### src/rtl/vend_pkg.sv
// rtl/vend_pkg.sv - shared types, coin encodings and helpers for the vending controller
package vend_pkg;

  localparam int DEF_CREDIT_W = 4;

  typedef enum logic [1:0] {
    IDLE     = 2'd0,
    CREDIT   = 2'd1,
    DISPENSE = 2'd2,
    CHANGE   = 2'd3
  } state_t;

  localparam logic [1:0] COIN_NONE = 2'b00;
  localparam logic [1:0] COIN_1    = 2'b01;
  localparam logic [1:0] COIN_2    = 2'b10;

  // Invalid encodings map to zero so callers can treat "no value" as a reject.
  function automatic logic [DEF_CREDIT_W-1:0] coin_value(input logic [1:0] cv);
    case (cv)
      COIN_1:  return DEF_CREDIT_W'(1);
      COIN_2:  return DEF_CREDIT_W'(2);
      default: return '0;
    endcase
  endfunction

endpackage

### src/rtl/vend_timeout_ctr.sv
// rtl/vend_timeout_ctr.sv - loadable idle up-counter with terminal-count flag
module vend_timeout_ctr #(
  parameter  int TIMEOUT_CYC = 1000,
  localparam int CNT_W       = (TIMEOUT_CYC > 1) ? $clog2(TIMEOUT_CYC) : 1
) (
  input  logic             clk,
  input  logic             rst,
  input  logic             clr,
  input  logic             load,
  input  logic [CNT_W-1:0] load_val,
  input  logic             en,
  output logic             tc
);

  logic [CNT_W-1:0] count;

  assign tc = (count == CNT_W'(TIMEOUT_CYC - 1));

  // Holds at terminal count so a stalled consumer never sees it wrap back to zero.
  always_ff @(posedge clk) begin
    if (rst || clr) begin
      count <= '0;
    end else if (load) begin
      count <= load_val;
    end else if (en && !tc) begin
      count <= count + 1'b1;
    end
  end

endmodule

### src/rtl/vend_controller.sv
// rtl/vend_controller.sv - multi-product vending sequencer: credit, select, dispense, change
module vend_controller
  import vend_pkg::*;
#(
  parameter  int                           NUM_PROD    = 4,
  parameter  int                           CREDIT_W    = 4,
  parameter  int                           MAX_CREDIT  = 9,
  parameter  logic [NUM_PROD*CREDIT_W-1:0] PRICES      = {4'd5, 4'd4, 4'd3, 4'd2},
  parameter  int                           TIMEOUT_CYC = 1000,
  localparam int                           SEL_W       = (NUM_PROD > 1) ? $clog2(NUM_PROD) : 1
) (
  input  logic                clk,
  input  logic                rst,
  input  logic                coin_valid,
  input  logic [1:0]          coin_val,
  output logic                coin_reject,
  input  logic                sel_valid,
  input  logic [SEL_W-1:0]    sel_id,
  input  logic                cancel,
  input  logic [NUM_PROD-1:0] stock_empty,
  output logic                sel_error,
  output logic                disp_req,
  output logic [SEL_W-1:0]    disp_id,
  input  logic                disp_ack,
  output logic                change_req,
  input  logic                change_ack,
  output logic [CREDIT_W-1:0] credit,
  output logic                busy
);

  if (MAX_CREDIT >= (1 << CREDIT_W)) begin : g_credit_range_check
    $error("MAX_CREDIT does not fit in CREDIT_W bits");
  end

  state_t              state_q, state_d;
  logic [CREDIT_W-1:0] credit_q, credit_d;
  logic [SEL_W-1:0]    disp_id_q, disp_id_d;
  logic                coin_reject_q, coin_reject_d;
  logic                sel_error_q, sel_error_d;
  logic                to_load, to_tc;

  logic [CREDIT_W:0]   coin_amt, coin_sum;
  logic                coin_ok;
  logic [CREDIT_W-1:0] price;
  logic                sel_ok;

  // One extra bit on the sum keeps the ceiling compare free of wrap-around.
  assign coin_amt = (CREDIT_W+1)'(coin_value(coin_val));
  assign coin_sum = {1'b0, credit_q} + coin_amt;
  assign coin_ok  = (coin_amt != '0) && (coin_sum <= (CREDIT_W+1)'(MAX_CREDIT));
  assign price    = PRICES[sel_id*CREDIT_W +: CREDIT_W];
  assign sel_ok   = !stock_empty[sel_id] && (credit_q >= price);

  vend_timeout_ctr #(
    .TIMEOUT_CYC(TIMEOUT_CYC)
  ) u_timeout (
    .clk     (clk),
    .rst     (rst),
    .clr     (state_q != CREDIT),
    .load    (to_load),
    .load_val('0),
    .en      (state_q == CREDIT),
    .tc      (to_tc)
  );

  always_ff @(posedge clk) begin
    if (rst) begin
      state_q       <= IDLE;
      credit_q      <= '0;
      disp_id_q     <= '0;
      coin_reject_q <= 1'b0;
      sel_error_q   <= 1'b0;
    end else begin
      state_q       <= state_d;
      credit_q      <= credit_d;
      disp_id_q     <= disp_id_d;
      coin_reject_q <= coin_reject_d;
      sel_error_q   <= sel_error_d;
    end
  end

  always_comb begin
    state_d       = state_q;
    credit_d      = credit_q;
    disp_id_d     = disp_id_q;
    coin_reject_d = 1'b0;
    sel_error_d   = 1'b0;
    to_load       = 1'b0;
    case (state_q)
      IDLE: begin
        sel_error_d = sel_valid;
        if (coin_valid) begin
          if (coin_ok) begin
            credit_d = coin_sum[CREDIT_W-1:0];
            state_d  = CREDIT;
            to_load  = 1'b1;
          end else begin
            coin_reject_d = 1'b1;
          end
        end
      end
      CREDIT: begin
        // Timeout is an implicit cancel; both outrank selection, which outranks coins.
        if ((cancel && credit_q != '0) || to_tc) begin
          state_d       = CHANGE;
          coin_reject_d = coin_valid;
        end else if (sel_valid && sel_ok) begin
          credit_d      = credit_q - price;
          disp_id_d     = sel_id;
          state_d       = DISPENSE;
          coin_reject_d = coin_valid;
        end else begin
          if (sel_valid) begin
            sel_error_d = 1'b1;
            to_load     = 1'b1;
          end
          if (coin_valid) begin
            if (coin_ok) begin
              credit_d = coin_sum[CREDIT_W-1:0];
              to_load  = 1'b1;
            end else begin
              coin_reject_d = 1'b1;
            end
          end
        end
      end
      DISPENSE: begin
        coin_reject_d = coin_valid;
        if (disp_ack) begin
          state_d = (credit_q != '0) ? CHANGE : IDLE;
        end
      end
      CHANGE: begin
        coin_reject_d = coin_valid;
        if (change_ack) begin
          credit_d = credit_q - 1'b1;
          if (credit_q == CREDIT_W'(1)) begin
            state_d = IDLE;
          end
        end
      end
      default: state_d = IDLE;
    endcase
  end

  assign coin_reject = coin_reject_q;
  assign sel_error   = sel_error_q;
  assign disp_req    = (state_q == DISPENSE);
  assign disp_id     = disp_id_q;
  assign change_req  = (state_q == CHANGE) && (credit_q != '0);
  assign credit      = credit_q;
  assign busy        = (state_q == DISPENSE) || (state_q == CHANGE);

endmodule
### config.mk
export PLATFORM = sky130hd
export DESIGN_NAME = vend_controller
export DESIGN_NICKNAME = d
export VERILOG_FILES = /design/src/rtl/vend_pkg.sv /design/src/rtl/vend_timeout_ctr.sv /design/src/rtl/vend_controller.sv
export SDC_FILE = /design/constraint.sdc
export NUM_CORES = 1
export LEC_CHECK = 0
export ABC_AREA = 1
export CAP_MARGIN = 25
export CELL_PAD_IN_SITES_DETAIL_PLACEMENT = 0
export CELL_PAD_IN_SITES_GLOBAL_PLACEMENT = 1
export CORE_ASPECT_RATIO = 0.7
export CORE_MARGIN = 2
export CORE_UTILIZATION = 49
export CTS_CLUSTER_DIAMETER = 30
export DETAILED_ROUTE_END_ITERATION = 16
export DONT_BUFFER_PORTS = 1
export HOLD_SLACK_MARGIN = 0.1
export PLACE_DENSITY_LB_ADDON = 0.3
export SYNTH_ARGS = -nofsm -noshare
export SYNTH_HDL_FRONTEND = slang
export SYNTH_SLANG_ARGS = --single-unit
### constraint.sdc
create_clock -name clk -period 4.46 [get_ports clk]
set_clock_uncertainty 0.15 [all_clocks]
set_input_delay 0.446 -clock clk [delete_from_list [all_inputs] [get_ports clk]]
set_output_delay 0.446 -clock clk [all_outputs]
set_load 0.005 [all_outputs]
Yosys cells after proc, flatten, opt, wreduce, memory -nomap -nowiden
Cells that the tools add are included.
- register bits: 20
- bits of input ports: 15
- logic and storage cells: 84
- output and inout port bits: 11
- mux-type cells: 34
- bitwise operators: 1
- equality and inequality tests: 15
- $lt $le $gt $ge: 3
- shift-type cells: 1
- $add $sub $neg: 4
- reductions and logical operators: 20
- operators by type and width (operator ; number):
    2-to-1 mux 4 bit ; 5
    2-to-1 mux 2 bit ; 8
    variable part select 16 x 5 -> 4 bit (first input constant) ; 1
    2-to-1 mux 1 bit ; 14
    case mux 4 bit (3 select lines) ; 1
    adder 10 x 1 -> 10 bit (second input constant) ; 1
    == test 10 bit (second input constant) ; 1
    != test 2 bit (second input constant) ; 5
    case mux 2 bit (4 select lines) ; 1
    == test 2 bit (second input constant) ; 3
    logical AND 1 bit ; 6
    AND reduction 3 bit ; 2
    AND reduction 6 bit ; 1
    adder 4 x 4 -> 5 bit ; 1
    <= comparator 5 x 4 -> 1 bit (second input constant) ; 1
    nonzero test 5 bit ; 1
    == test 2 x 1 -> 1 bit (second input constant) ; 2
    == test 4 x 1 -> 1 bit (second input constant) ; 1
    >= comparator 4 bit ; 1
    != test 2 x 1 -> 1 bit (second input constant) ; 2
    case mux 1 bit (2 select lines) ; 2
    case mux 2 bit (2 select lines) ; 1
    nonzero test 4 bit ; 1
    OR reduction 2 bit ; 2
    11 further kinds ; 14

Longest topological paths before layout
Gate-level depths: netlist of run 1.
- depth in word-level cells: 11
- gate-level depth with buffers: 14
- mapped depth without buffers: 14

Hierarchy
From an unflattened synthesis of run 1, not the netlist that was laid out.
- cell total of the unflattened synthesis: 309
- area total of the unflattened synthesis: 1825.5 um^2
- modules (own cells, without submodules) (module ; sequential area each (um^2) ; instances ; area each (um^2) ; cells each):
    vend_controller ; 200.2 ; 1 ; 1099.8 ; 178
    vend_timeout_ctr ; 200.2 ; 1 ; 725.7 ; 131

Worst setup path before layout of run 1
Ideal clock, no wire load.
- kind: in2reg
- start: in coin_val[1]
- end: reg u_timeout.count[0]
- path slack: 2.114 ns
- stages on the path: 13
- setup time: 0.066 ns
- data required time: 4.244 ns
- data arrival time: 2.131 ns
- cell sequence: inv_1 -> ha_1 -> ha_1 -> fa_1 -> inv_1 -> nand2_1 -> nand3_2 -> nand3_2 -> nand3_2 -> inv_2 -> o21bai_4 -> nand3_4 -> nor2_2
- word-level cells in the longest chain between the ends: 11
- ends and longest elaborated chain (what ; RTL line ; source):
    from (decl) ; vend_controller.sv:15 ; input logic [1:0] coin_val,
    == test 2 bit / == test 2 x 1 -> 1 bit (equally long branches) ; vend_pkg.sv:19 ; case (cv)
    case mux 2 bit (2 select lines) * ; vend_pkg.sv:19 ;
    adder 4 x 4 -> 5 bit ; vend_controller.sv:49 ; assign coin_sum = {1'b0, credit_q} + coin_amt;
    <= comparator 5 x 4 -> 1 bit ; vend_controller.sv:50 ; assign coin_ok = (coin_amt != '0) && (coin_sum <= (CREDIT_W+1)'(MAX_CREDIT));
    logical AND 1 bit * ; vend_controller.sv:50 ;
    2-to-1 mux 1 bit ; vend_controller.sv:118 ; if (coin_ok) begin
    2-to-1 mux 1 bit ; vend_controller.sv:117 ; if (coin_valid) begin
    2-to-1 mux 1 bit ; vend_controller.sv:107 ; end else if (sel_valid && sel_ok) begin
    2-to-1 mux 1 bit ; vend_controller.sv:104 ; if ((cancel && credit_q != '0) || to_tc) begin
    case mux 1 bit (2 select lines) * ; vend_controller.sv:89 ; case (state_q)
    OR reduction 2 bit (no source line) * ; -- ;
    to (signal assigned) ; vend_timeout_ctr.sv:24 ; count <= load_val;
    to (signal assigned) ; vend_timeout_ctr.sv:26 ; count <= count + 1'b1;
    to (decl) ; vend_timeout_ctr.sv:15 ; logic [CNT_W-1:0] count;
Mark *: on every way between the ends. The rest lies on a longest branch, timed or not.
A chain may end at the register's enable or synchronous reset.

Final worst setup path of run 1
- start: reg credit_q[0], in the netlist credit[0]
- end: reg u_timeout.count[5]
- word-level cells in the longest chain between the ends: 9
- ends and longest elaborated chain (what ; RTL line ; source):
    from (decl) ; vend_controller.sv:36 ; logic [CREDIT_W-1:0] credit_q, credit_d;
    from (signal assigned) ; vend_controller.sv:75 ; credit_q <= credit_d;
    adder 4 x 4 -> 5 bit ; vend_controller.sv:49 ;
    <= comparator 5 x 4 -> 1 bit ; vend_controller.sv:50 ;
    logical AND 1 bit ; vend_controller.sv:50 ;
    2-to-1 mux 1 bit ; vend_controller.sv:118 ;
    2-to-1 mux 1 bit ; vend_controller.sv:117 ;
    2-to-1 mux 1 bit ; vend_controller.sv:107 ;
    2-to-1 mux 1 bit ; vend_controller.sv:104 ;
    case mux 1 bit (2 select lines) * ; vend_controller.sv:89 ;
    OR reduction 2 bit (no source line) * ; -- ;
Marked as above.

==> results of run 1 <==
## sequential cells by signal (all words and copies together) (netlist names)
register	flops
coin_reject	1
credit	4
disp_id	2
sel_error	1
state_q	2
u_timeout.count	10
## worst paths after layout
path                              to  depth (start not counted)
setup reg to reg  u_timeout.count[5]                         11
hold / removal             sel_error                          2
setup / recovery  u_timeout.count[5]                         11
hold reg to reg           state_q[1]                          2
## worst reg2reg max path, delay by kind of cell (launching register included)
family                   cells  cell delay, ns
AND/OR/NAND/NOR              6            0.79
adder cells (fa/ha/maj)      2            0.60
flip-flops                   1            0.47
buffers and inverters        2            0.27
AO/OA/AOI/OAI                1            0.13
## area by class of cell
class / instances / area, sq um
multi-input combinational: 186 / 1200
fill: 348 / 1600
inverter: 44 / 169
sequential: 20 / 400
timing repair buffer: 1 / 10.0
tap: 50 / 62.6
clock inverter: 1 / 30.0
clock buffer: 3 / 41.3
## cells in the final DEF, fill, tap and decap left out, drive strengths merged
cell         instances
mux2i                1
inv                 43
nor3b                1
or2                  3
nand2               49
a31oi                1
clkinv               1
nand3               21
nor2                32
nor4                 2
o21bai               4
ha                  15
o21ai               12
nand4                3
a21oi               15
fa                   2
bufinv               1
o221ai               1
xor2                 9
clkbuf               3
xnor2                2
dlygate4sd3          1
dfxtp               20
nor3                13
## cell families (layout without fill, tap and decap cells)
logic type / Yosys count / count (layout) / synth area share
AO/OA/AOI/OAI: 33 / 33 / 0.111
XOR/XNOR: 11 / 11 / 0.0538
adder cells (fa/ha/maj): 17 / 17 / 0.127
buffers and inverters: 46 / 49 / 0.107
flip-flops: 20 / 20 / 0.223
multiplexers: 1 / 1 / 0.00559
AND/OR/NAND/NOR: 124 / 124 / 0.372
## metal layers
metal	share of wire	routed length (um)
met5	0	0
met4	0.0037	14
met3	0.067	252
met2	0.35	1310
met1	0.58	2170
## what timing repair did
item / in CTS / in global routing
hold buffers: 1 / 0
setup endpoints to repair: 0 / 0
hold endpoints to repair: 1 / 0
setup buffers: 0 / 0
## power groups by stage
stage	Sequential, mW	Clock [mW]	Combinational [mW]
floorplan	0.229	0	0.389
global placement	0.257	0	0.448
detailed placement	0.256	0	0.445
CTS	0.252	0.184	0.449
global route	0.259	0.193	0.508
finish	0.251	0.180	0.451
## stage by stage
| step | utilization | instances | setup slack [ns] | hold slack, ns | area [sq um] |
|---|---|---|---|---|---|
| after floorplan | - | 252 | 2.11 | 0.318 | 1790 |
| after global placement | 0.521 | 300 | 1.98 | 0.337 | 1830 |
| after detailed placement | 0.521 | 300 | 1.90 | 0.353 | 1830 |
| after CTS | 0.545 | 305 | 2.01 | 0.154 | 1910 |
| after global routing | 0.545 | 305 | 1.80 | 0.151 | 1910 |
| final | 0.545 | 305 | 2.01 | 0.159 | 1910 |
==> flow_summary.yaml, run 1 <==
timing:
  maxSlewHeadroom: 0.601
  worst_slew_pin_slew_ns: 0.597
  hold_violations: 0
  finalCritPeriodShare: 0.550
  maxSlewViolCount: 0
  grt_setup_unrepaired: "false"
  setup_tns_ns: 0
  setup_viol: 0
  max_freq_mhz: 408
  period_minus_slack_ns: 2.45
worst_setup_path:
  path_max_fanout: 10
  worstPathCellList: "inv_1 -> ha_1 -> fa_1 -> inv_1 -> nand2_1 -> nand3_1 -> nand3_4 -> nand2_2 -> o21bai_4 -> nand3_4 -> nor2_2"
  required_ns: 4.51
  arrival_ns: 2.50
  crit_path_max_incr_delay_ns: 0.47
  ff2ff_setup_slack_ns: 2.01
  worst-path-buf-inv: 2
  crit_start: "credit[0]"
  critPathLaunchType: "register"
  cpMaxStageDelayCell: "dfxtp_1"
  crit_type: "register to register"
  critPathTopFamily: "simple AND/OR/NAND/NOR gates"
  cp-end-kind: "register"
  reg2reg_from: "credit[0]"
synth:
  synth_warnings: 0
  synth_ff_type: "dfxtp_1"
  synth_edf_count: 0
  synth_top_cell_by_area: "dfxtp_1"
  yosysMostFrequentCell: "nand2_1"
  synth_commonest_cells: "43 x nand2_1, 38 x inv_1, 20 x dfxtp_1"
  netlist.area_leader.share: 0.223
  synth_async_sr_flop_share: 0
  syn_area_per_cell_sq_um: 7.11
  synth.distinct_cells: 35
  synth_seq_cells: 20
  syn_nets: 284
  syn_inst: 252
  synthTopCellsByArea: "dfxtp_1 22%, ha_1 10%, nand2_1 9.0%, inv_1 8.0%, xor2_1 4.4%"
  ys_seq_area_frac: 0.223
  syn_area_sq_um: 1790
pwr:
  p_sw_uw: 394
  power_density_nw_per_um2: 461
  power.share.switching: 0.446
  intPower_uw: 489
  clkPwrFrac: 0.204
  power_uw: 882
  p_comb_frac: 0.511
  p_leak_nw: 0.845
  pwr-share-seq: 0.285
  vdd_drop_max_mv: 0.228
route:
  first_pass_iters: 4
  wl_mm: 3.75
  drc: 0
  ant_nets: 0
  wl_per_cell_um: 12.3
  avgViaCountPerCell: 5.06
  num_vias: 1542
  drt_iter0_drc: 88
global_route:
  track_usage: 0.197
  grt_pass1_wl_mm: 6.39
  grt_overflow: 0
  antenna_found_initial: 0
  grt_most_used_layer: "met1"
  grt_pass1_vias: 1354
  use_met1: 0.295
  grtUsageMet2: 0.283
  grt_util_met3: 0.0545
  grt_max_degree: 13
placement:
  gp_congestion: 0.826
  numPortBuffers: 0
  hpwl_mm: 3.13
clocking:
  cts_sinks: 20
  clock_latency_ns: 0.26
  tritoncts: "done"
  cts_made_buffers: 3
  h-tree-depth: 1
  cts.path.max_buffers: 2
  cts_resized: 0
  cts_root_buffer: "clkbuf_8"
  path_clk_slew_ns: 0.08
floorplanning:
  die_w_um: 76.3
  die_area_sq_um: 4160
  io_pins: 26
  rows: 18
  die_h_um: 54.6
  coreArea_sq_um: 3510
  initial_core_util: 0.510
hold_path:
  hp-start: "sel_valid"
  hold_path.class: "input pin to register"
job:
  max_cap_violations: 0
outcome:
  status: "finished, final reports clean"
finish:
  diodes: 0
  drive_above_1_share: 0.176
  nets: 288
  area_growth_pct: 6.77
Note: power is estimated with default switching activity, not from simulation.
==> run 2: changes to the inputs <==
CORE_UTILIZATION = 41   (was 49)
clock period = 2 ns   (was 4.46 ns; I/O delays follow)
==> flow_summary.yaml, run 2 (synthesized netlist as in run 1, its figures left out) <==
pwr:
  p_leak_nw: 1.03
  intPower_mw: 1.31
  power_density_nw_per_um2: 1010
  power.share.switching: 0.458
  vdd_drop_max_mv: 0.540
  clkPwrFrac: 0.116
  p_sw_mw: 1.10
  p_comb_frac: 0.659
  pwr-share-seq: 0.225
placement:
  numPortBuffers: 0
  hpwl_mm: 3.48
  gp_congestion: 0.794
  place_area_sq_um: 2050
route:
  first_pass_iters: 4
  num_vias: 1703
  ant_nets: 0
  avgViaCountPerCell: 4.95
  drc: 0
  wl_per_cell_um: 13.4
  wl_mm: 4.63
  drt_iter0_drc: 83
worst_setup_path:
  worst-path-buf-inv: 2
  cp_num_cells: 10
  ff2ff_setup_slack_ns: -0.06
  cp-end-kind: "register"
  rr_worst_depth: 10
  reg2reg_from: "credit[0]"
  critPathLaunchType: "register"
  path_max_fanout: 5
  crit_type: "register to register"
  worst_path_most_repeated_cell: "nand3_4"
  worstPathCellList: "ha_4 -> fa_2 -> inv_2 -> nand3_2 -> nand3_4 -> nand3_4 -> inv_4 -> o21bai_4 -> nand3_4 -> nor2_2"
  cpMaxStageDelayCell: "fa_2"
  crit_start: "credit[0]"
  arrival_ns: 2.11
  r2r-end: "u_timeout.count[6]"
  required_ns: 2.05
  endpoint: "u_timeout.count[6]"
  critPathTopFamily: "adder cells"
  crit_path_max_incr_delay_ns: 0.52
finish:
  area_growth_pct: 33.2
  drive_above_1_share: 0.377
  regMostFlops: "u_timeout.count"
  nets: 322
  final_util: 0.558
  final_cell_mix: "35 x nand2_1, 32 x inv_1, 26 x buf_4, 17 x nor2_1, 17 x dfxtp_1"
  largest_register_ff_count: 10
  final_common_cell: "nand2_1"
  design_area_sq_um: 2390
  num-fill-cells: 396
  diodes: 0
timing:
  worst_slew_pin_slew_ns: 0.430
  max_freq_mhz: 484
  grt_setup_unrepaired: "true"
  maxSlewHeadroom: 0.712
  finalCritPeriodShare: 1.03
  maxSlewViolCount: 0
  setup_viol: 11
  worst_slack_ns: -0.0642
  hold_violations: 0
  period_minus_slack_ns: 2.06
clocking:
  clock_latency_ns: 0.26
  cts_root_buffer: "clkbuf_8"
  cts_sinks: 20
  h-tree-depth: 1
  path_clk_slew_ns: 0.08
  cts.path.max_buffers: 2
  cts_made_buffers: 3
  tritoncts: "done"
global_route:
  antenna_found_initial: 0
  grt_pass1_wl_mm: 7.43
  grt_pass1_vias: 1534
  grt_overflow: 0
  track_usage: 0.192
  grt_max_degree: 12
outcome:
  status: "finished with violations"
  violations: "negative setup slack"
floorplanning:
  initial_core_util: 0.419
  die_area_sq_um: 4920
  coreArea_sq_um: 4280
  die_w_um: 83.0
  rows: 20
  io_pins: 26
  die_h_um: 59.3
hold_path:
  hold_path.class: "input pin to register"
job:
  max_cap_violations: 0
## run 2: cell count changes in the layout (fill, tap and decap cells not counted), sizes merged
cell and delta:
dlygate4sd3 +4, buf +29, nand3 +1, clkbuf +1, bufinv -1
## run 2: worst min path at each step
stage,start,cells after the start,endpoint
floorplan,rst,1,state_q[1]
global placement,rst,1,state_q[1]
detailed placement,rst,1,state_q[1]
CTS,rst,3,u_timeout.count[0]
global route,rst,3,u_timeout.count[0]
finish,rst,3,u_timeout.count[9]
## run 2: per-layer routing
layer  vias to the layer above  GRT usage  part of all wire
met5                         -          0                 0
met4                         0     0.0281            0.0041
met3                         2     0.0474             0.078
met2                        45      0.258              0.38
met1                       763      0.308              0.53
li1                        893          -                 -
## run 2: power groups by stage
stage,sequential [mW],clock (mW),combinational [mW]
global placement,0.546,0,1.22
CTS,0.538,0.293,1.33
floorplan,0.520,0,0.889
global route,0.551,0.304,1.76
finish,0.542,0.280,1.59
detailed placement,0.547,0,1.22
## run 2: metrics by stage
step | power, mW | setup TNS [ns] | hold slack [ns] | worst slack, ns | cells
6_report | 2.41 | -0.550 | 0.109 | -0.0642 | 344
5_1_grt | 2.62 | -2.16 | 0.112 | -0.158 | 344
4_1_cts | 2.16 | -0.568 | 0.102 | -0.0613 | 339
3_5_place_dp | 1.76 | -1.22 | 0.124 | -0.117 | 325
3_3_place_gp | 1.77 | -0.707 | 0.122 | -0.0752 | 325
2_1_floorplan | 1.41 | -0.133 | 0.119 | -0.0328 | 252
## run 2: final cells by class
cell class	count	area (sq um)	area share
repair buffers	34	288	0.121
flip-flops and latches	20	409	0.171
multi-input cells	187	1390	0.583
clock buffers	4	45.0	0.0189
inverters	44	184	0.0770
well taps	55	68.8	0.0288
## run 2: what timing repair did
action	CTS	global route
hold buffers	5	0
setup endpoints to repair	15	19
pin swaps	10	11
gates resized for setup	10	32
cloned	1	0
endpoints found under the hold margin	16	0
setup buffers	4	5
## run 2: tightest hold or removal path, delay by kind of cell
kind | cells | cell delay (ns)
and+or+nand+nor | 3 | 0.28
